==> src/rtl/mem_pkg.sv <==
// Shared types for the data-memory arbiter: read-owner tracking, requester id, MMIO offsets.
package mem_pkg;
  typedef enum logic {CPU = 1'b0, VIDEO = 1'b1} requester_t;
`ifdef MEM_ARBITER_MMIO_EN
  typedef enum logic [1:0] {NONE, CPU_RAM, VID_RAM, CPU_MMIO} rd_owner_t;
`else
  typedef enum logic [1:0] {NONE, CPU_RAM, VID_RAM} rd_owner_t;
`endif
  localparam int SW_OFS  = 0;
  localparam int LED_OFS = 1;
endpackage

==> src/rtl/mem_mmio_regs.sv <==
// CPU I/O window: combinational decode and read mux, LED register written on the accepting edge.
// Switches are read-only; unmapped window addresses read 0 and ignore writes.
module mem_mmio_regs
  import mem_pkg::*;
#(
  parameter int                       WIDTH         = 16,
  parameter int                       RAM_ADDR_BITS = 16,
  parameter logic [RAM_ADDR_BITS-1:0] MMIO_BASE     = 16'hFF00
) (
  input  logic                     clk,
  input  logic                     reset,
  input  logic [RAM_ADDR_BITS-1:0] addr,
  input  logic                     wr,
  input  logic [WIDTH-1:0]         wdata,
  input  logic [WIDTH-1:0]         switches,
  output logic                     sel,
  output logic [WIDTH-1:0]         rd_val,
  output logic [WIDTH-1:0]         leds
);
  logic [RAM_ADDR_BITS-1:0] ofs;
  logic [WIDTH-1:0]         led_q;

  assign sel  = (addr >= MMIO_BASE);
  assign ofs  = addr - MMIO_BASE;
  assign leds = led_q;

  always_ff @(posedge clk) begin
    if (reset) begin
      led_q <= '0;
    end else if (wr && sel && (ofs == RAM_ADDR_BITS'(LED_OFS))) begin
      led_q <= wdata;
    end
  end

  always_comb begin
    rd_val = '0;
    if (sel && (ofs == RAM_ADDR_BITS'(SW_OFS))) begin
      rd_val = switches;
    end else if (sel && (ofs == RAM_ADDR_BITS'(LED_OFS))) begin
      rd_val = led_q;
    end
  end
endmodule

==> src/rtl/mem_arbiter.sv <==
// Round-robin CPU/video front end for the single-port data RAM; grants same cycle, rvalid 1 cycle later.
// Requesters hold until granted, responses are never stalled; MEM_ARBITER_MMIO_EN adds the CPU I/O window.
module mem_arbiter
  import mem_pkg::*;
#(
  parameter int                       WIDTH         = 16,
  parameter int                       RAM_ADDR_BITS = 16,
  parameter logic [RAM_ADDR_BITS-1:0] MMIO_BASE     = 16'hFF00
) (
  input  logic                     clk,
  input  logic                     reset,
  input  logic                     cpu_req,
  input  logic                     cpu_we,
  input  logic [RAM_ADDR_BITS-1:0] cpu_addr,
  input  logic [WIDTH-1:0]         cpu_wdata,
  output logic                     cpu_gnt,
  output logic                     cpu_rvalid,
  output logic [WIDTH-1:0]         cpu_rdata,
  input  logic                     vid_req,
  input  logic [RAM_ADDR_BITS-1:0] vid_addr,
  output logic                     vid_gnt,
  output logic                     vid_rvalid,
  output logic [WIDTH-1:0]         vid_rdata,
  output logic                     mem_en,
  output logic                     mem_write,
  output logic                     mem_read,
  output logic [RAM_ADDR_BITS-1:0] mem_adr,
  output logic [WIDTH-1:0]         mem_wdata,
  input  logic [WIDTH-1:0]         mem_rdata,
  input  logic [WIDTH-1:0]         switches,
  output logic [WIDTH-1:0]         leds
);
  requester_t       last_gnt;
  rd_owner_t        rd_owner, rd_owner_nxt;
  logic             cpu_mmio;
  logic             cpu_ram_req, cpu_ram_gnt, vid_ram_gnt, cpu_mmio_gnt;
  logic             mmio_rd_q;
  logic [WIDTH-1:0] mmio_rd_val, mmio_rdata_q, leds_q;

`ifdef MEM_ARBITER_MMIO_EN
  mem_mmio_regs #(
    .WIDTH(WIDTH), .RAM_ADDR_BITS(RAM_ADDR_BITS), .MMIO_BASE(MMIO_BASE)
  ) u_mmio (
    .clk      (clk),
    .reset    (reset),
    .addr     (cpu_addr),
    .wr       (cpu_mmio_gnt && cpu_we),
    .wdata    (cpu_wdata),
    .switches (switches),
    .sel      (cpu_mmio),
    .rd_val   (mmio_rd_val),
    .leds     (leds_q)
  );
`else
  logic unused_mmio;
  assign unused_mmio = ^{switches, MMIO_BASE};
  assign cpu_mmio    = 1'b0;
  assign mmio_rd_val = '0;
  assign leds_q      = '0;
`endif

  // Only RAM-bound requests compete; an MMIO access bypasses the arbiter entirely.
  always_comb begin
    cpu_ram_req  = cpu_req && !cpu_mmio;
    cpu_ram_gnt  = 1'b0;
    vid_ram_gnt  = 1'b0;
    cpu_mmio_gnt = !reset && cpu_req && cpu_mmio;
    if (!reset) begin
      if (cpu_ram_req && vid_req) begin
        cpu_ram_gnt = (last_gnt == VIDEO);
        vid_ram_gnt = (last_gnt == CPU);
      end else begin
        cpu_ram_gnt = cpu_ram_req;
        vid_ram_gnt = vid_req;
      end
    end
  end

  assign cpu_gnt   = cpu_ram_gnt || cpu_mmio_gnt;
  assign vid_gnt   = vid_ram_gnt;
  assign mem_en    = cpu_ram_gnt || vid_ram_gnt;
  assign mem_write = cpu_ram_gnt && cpu_we;
  assign mem_read  = mem_en && !mem_write;
  assign mem_adr   = cpu_ram_gnt ? cpu_addr : (vid_ram_gnt ? vid_addr : '0);
  assign mem_wdata = mem_write ? cpu_wdata : '0;

  always_comb begin
    rd_owner_nxt = NONE;
    if (cpu_ram_gnt && !cpu_we) begin
      rd_owner_nxt = CPU_RAM;
    end else if (vid_ram_gnt) begin
      rd_owner_nxt = VID_RAM;
    end
`ifdef MEM_ARBITER_MMIO_EN
    else if (cpu_mmio_gnt && !cpu_we) begin
      rd_owner_nxt = CPU_MMIO;
    end
`endif
  end

  // mmio_rd_q also covers an MMIO read that overlaps a video RAM read (rd_owner then says VID_RAM).
  always_ff @(posedge clk) begin
    if (reset) begin
      last_gnt     <= VIDEO;
      rd_owner     <= NONE;
      mmio_rd_q    <= 1'b0;
      mmio_rdata_q <= '0;
    end else begin
      if (cpu_ram_gnt) begin
        last_gnt <= CPU;
      end else if (vid_ram_gnt) begin
        last_gnt <= VIDEO;
      end
      rd_owner     <= rd_owner_nxt;
      mmio_rd_q    <= cpu_mmio_gnt && !cpu_we;
      mmio_rdata_q <= mmio_rd_val;
    end
  end

  assign cpu_rvalid = !reset && ((rd_owner == CPU_RAM) || mmio_rd_q);
  assign vid_rvalid = !reset && (rd_owner == VID_RAM);
  assign cpu_rdata  = !cpu_rvalid ? '0 : (mmio_rd_q ? mmio_rdata_q : mem_rdata);
  assign vid_rdata  = vid_rvalid ? mem_rdata : '0;
  assign leds       = reset ? '0 : leds_q;
endmodule

==> config.mk <==
export PLATFORM = sky130hd
export DESIGN_NAME = mem_arbiter
export DESIGN_NICKNAME = d
export VERILOG_FILES = /design/src/rtl/mem_pkg.sv /design/src/rtl/mem_mmio_regs.sv /design/src/rtl/mem_arbiter.sv
export SDC_FILE = /design/constraint.sdc
export NUM_CORES = 1
export LEC_CHECK = 0
export CORE_AREA = 2 2 67 85
export CTS_CLUSTER_SIZE = 28
export DETAILED_ROUTE_END_ITERATION = 6
export DIE_AREA = 0 0 69 87
export PLACE_DENSITY_LB_ADDON = 0.3
export SETUP_SLACK_MARGIN = 0.3
export SKIP_CTS_REPAIR_TIMING = 1
export SLEW_MARGIN = 20
export SYNTH_ARGS = -nofsm -noshare
export SYNTH_HDL_FRONTEND = slang
export SYNTH_SLANG_ARGS = --single-unit
==> constraint.sdc <==
create_clock -name clk -period 1.5 [get_ports clk]
set_input_delay 0.3 -clock clk [delete_from_list [all_inputs] [get_ports clk]]
set_output_delay 0.3 -clock clk [all_outputs]
set_load 0.03 [all_outputs]
==> results.cfg <==
[route]
wirelength_um = 5680
detail_route.iter0.violations = 9
firstDrtPassIters = 3
top_layer_used = met4
vias = 1750
wl_met1_um = 1830
route.detailed.drc = 0
via_per_inst = 4.58
wl_met2_um = 3220
wl_met3_um = 564
wl_per_cell_um = 14.9
detail-route-antenna-nets = 0

[place]
port_buffers = 139
dp.final_hpwl_um = 4040
place_congestion = 0.777
placed_area_mm2 = 0.00327

[critical_path]
worstPathMaxFanout = 12
r2r_slack_ns = 0.47
critPathRequiredTime_ns = 1.20
critical_path_class = reg -> out
worstReg2RegEnd = rd_owner[0]
reg2reg_depth = 3
cp-start-kind = register
endpoint_kind = primary output
cp.arrival_ns = 1.31
timing.rr.start = last_gnt

[global_route]
grt_overflow = 0
antenna_found_initial = 0
grtUsageTotal = 0.146
grt_pass1_vias = 1639
grt_pass1_wl_um = 7360
grt_max_degree = 29

[sta]
rsz0062_at_grt = true
worst_slack_ns = -0.114
whs_ns = 0.491
fmax_mhz = 620
period_needed_ns = 1.61
setup_violations = 44
hold_viol_final = 0
fin_skew_ns = 0.00364
period_share = 1.08
drv_slew = 0

[clocking]
cts.sinks = 3
cts_made_buffers = 3
ctsHtreeMaxLevel = 1
cts_tree = built
clk_latency_ns = 0.22
clk_pin_slew_ns = 0.03
clockRootBuffer = clkbuf_8
clock_path_buffers = 2

[floorplanning]
die_x_um = 69
die_h_um = 87
start_util = 0.250
floorplan.core_area_mm2 = 0.00526
ios = 172
rows = 30
die-area_mm2 = 0.00600

[cells_and_area]
final_cell_mix = buf_6 (62), clkdlybuf4s50_1 (51), nand2b_1 (32)
n_fill_cell = 372
design_area_mm2 = 0.00385
finish.utilization = 0.732
final_nets = 404
multiInputGateArea_mm2 = 0.00175
regArea_um2 = 68.8
synthToLayoutAreaGrowth_pct = 193
drive_gt1_frac = 0.619
layout_commonest_cell = buf_6
diodes = 0

[outcome]
violations = setup timing
status = finished, violations left

[power]
leakage_nw = 1.63
peakVddDrop_uv = 239
pwr_density_cell_mw_per_mm2 = 364
p_total_w = 0.00140

[yosys]
yosysWarningCount = 0
synth-simple-area-share = 0.582
synth-main-ff-cell = dfxtp_1
synth_fa_ha_area_frac = 0
ys_types = 25
synth_top_family_by_area = simple AND/OR/NAND/NOR gates
synth_compound_area_frac = 0.182
synth_edf_count = 0
synthMuxAreaShare = 0
syn_area_per_cell_um2 = 8.09
synth.yosys.seq_area_share = 0.0458
syn-cell-area_mm2 = 0.00131
async_flop_share = 0
synth-xor-area-share = 0
synthCells = 162
ys_seq_elements = 3

[hold_path]
min_path_cells = 3
hold_class = in -> reg
min_from = cpu_we
min_to = rd_owner[0]

[flow_run]
drv_cap = 0
-- critical path, stage by stage, from the launching register on --
cell and delay [ns]:
dfxtp_2 0.35, nor2b_4 0.08, clkbuf_16 0.20, nor4bb_4 0.29, buf_6 0.17
-- logic make-up (layout without fill, tap and decap cells) --
logic type	after synthesis	in the layout
simple gates	106	107
other cells	1	16
compound gates	19	19
flops	3	3
buf+inv	33	173
-- layout make-up --
| type | count | share of cell area |
|---|---|---|
| Clock buffer | 4 | 0.0117 |
| Inverter | 1 | 0.000976 |
| Multi-Input combinational cell | 142 | 0.454 |
| Sequential cell | 3 | 0.0179 |
| Tap cell | 64 | 0.0208 |
| Timing Repair Buffer | 168 | 0.494 |
-- per-layer routing --
| metal | up-vias | global-route usage |
|---|---|---|
| met3 | 7 | 0.0613 |
| met2 | 103 | 0.274 |
| met5 | - | 0 |
| met1 | 796 | 0.154 |
| li1 | 844 | - |
| met4 | 0 | 0.0285 |
-- per-stage QoR --
stage	setup TNS [ns]	cells	worst slack (ns)
after global routing	-5.31	382	-0.172
after global placement	-15.33	370	-0.466
after detailed placement	-16.23	370	-0.509
final	-3.15	382	-0.114
after floorplan	0	177	0.0385
after CTS	-16.97	374	-0.510
-- worst max path at each step --
stage / start / end / slack (ns) / cells past startpoint
after detailed placement: cpu_req / mem_wdata[11] / -0.51 / 5
after global placement: cpu_req / mem_wdata[8] / -0.47 / 5
after global routing: last_gnt / mem_wdata[13] / -0.17 / 4
final: last_gnt / mem_wdata[12] / -0.11 / 4
after CTS: cpu_req / mem_wdata[11] / -0.51 / 5
after floorplan: vid_req / mem_wdata[10] / 0.04 / 4
-- synth_stat cells, types with 2 or more instances --
master / instances / share of area
nand2b_1: 46 / 0.22
nor2_1: 29 / 0.083
buf_4: 17 / 0.097
o32ai_2: 10 / 0.12
and2_1: 8 / 0.038
and4bb_2: 7 / 0.067
clkbuf_1: 7 / 0.020
nor4bb_2: 7 / 0.087
buf_6: 6 / 0.052
o32ai_1: 6 / 0.040
dfxtp_1: 3 / 0.046
nor3b_2: 2 / 0.019
nor4bb_4: 2 / 0.038
-- power breakdown --
part	switching [W]	internal, W
clock	0.0000530	0.000181
combinational	0.000513	0.000562
sequential	0.00000870	0.0000841
-- flip-flops by register name, summed over array words and instances, names as in the netlist --
name and flops:
rd_owner 2, last_gnt 1
Note: power is estimated with default switching activity, not from simulation.
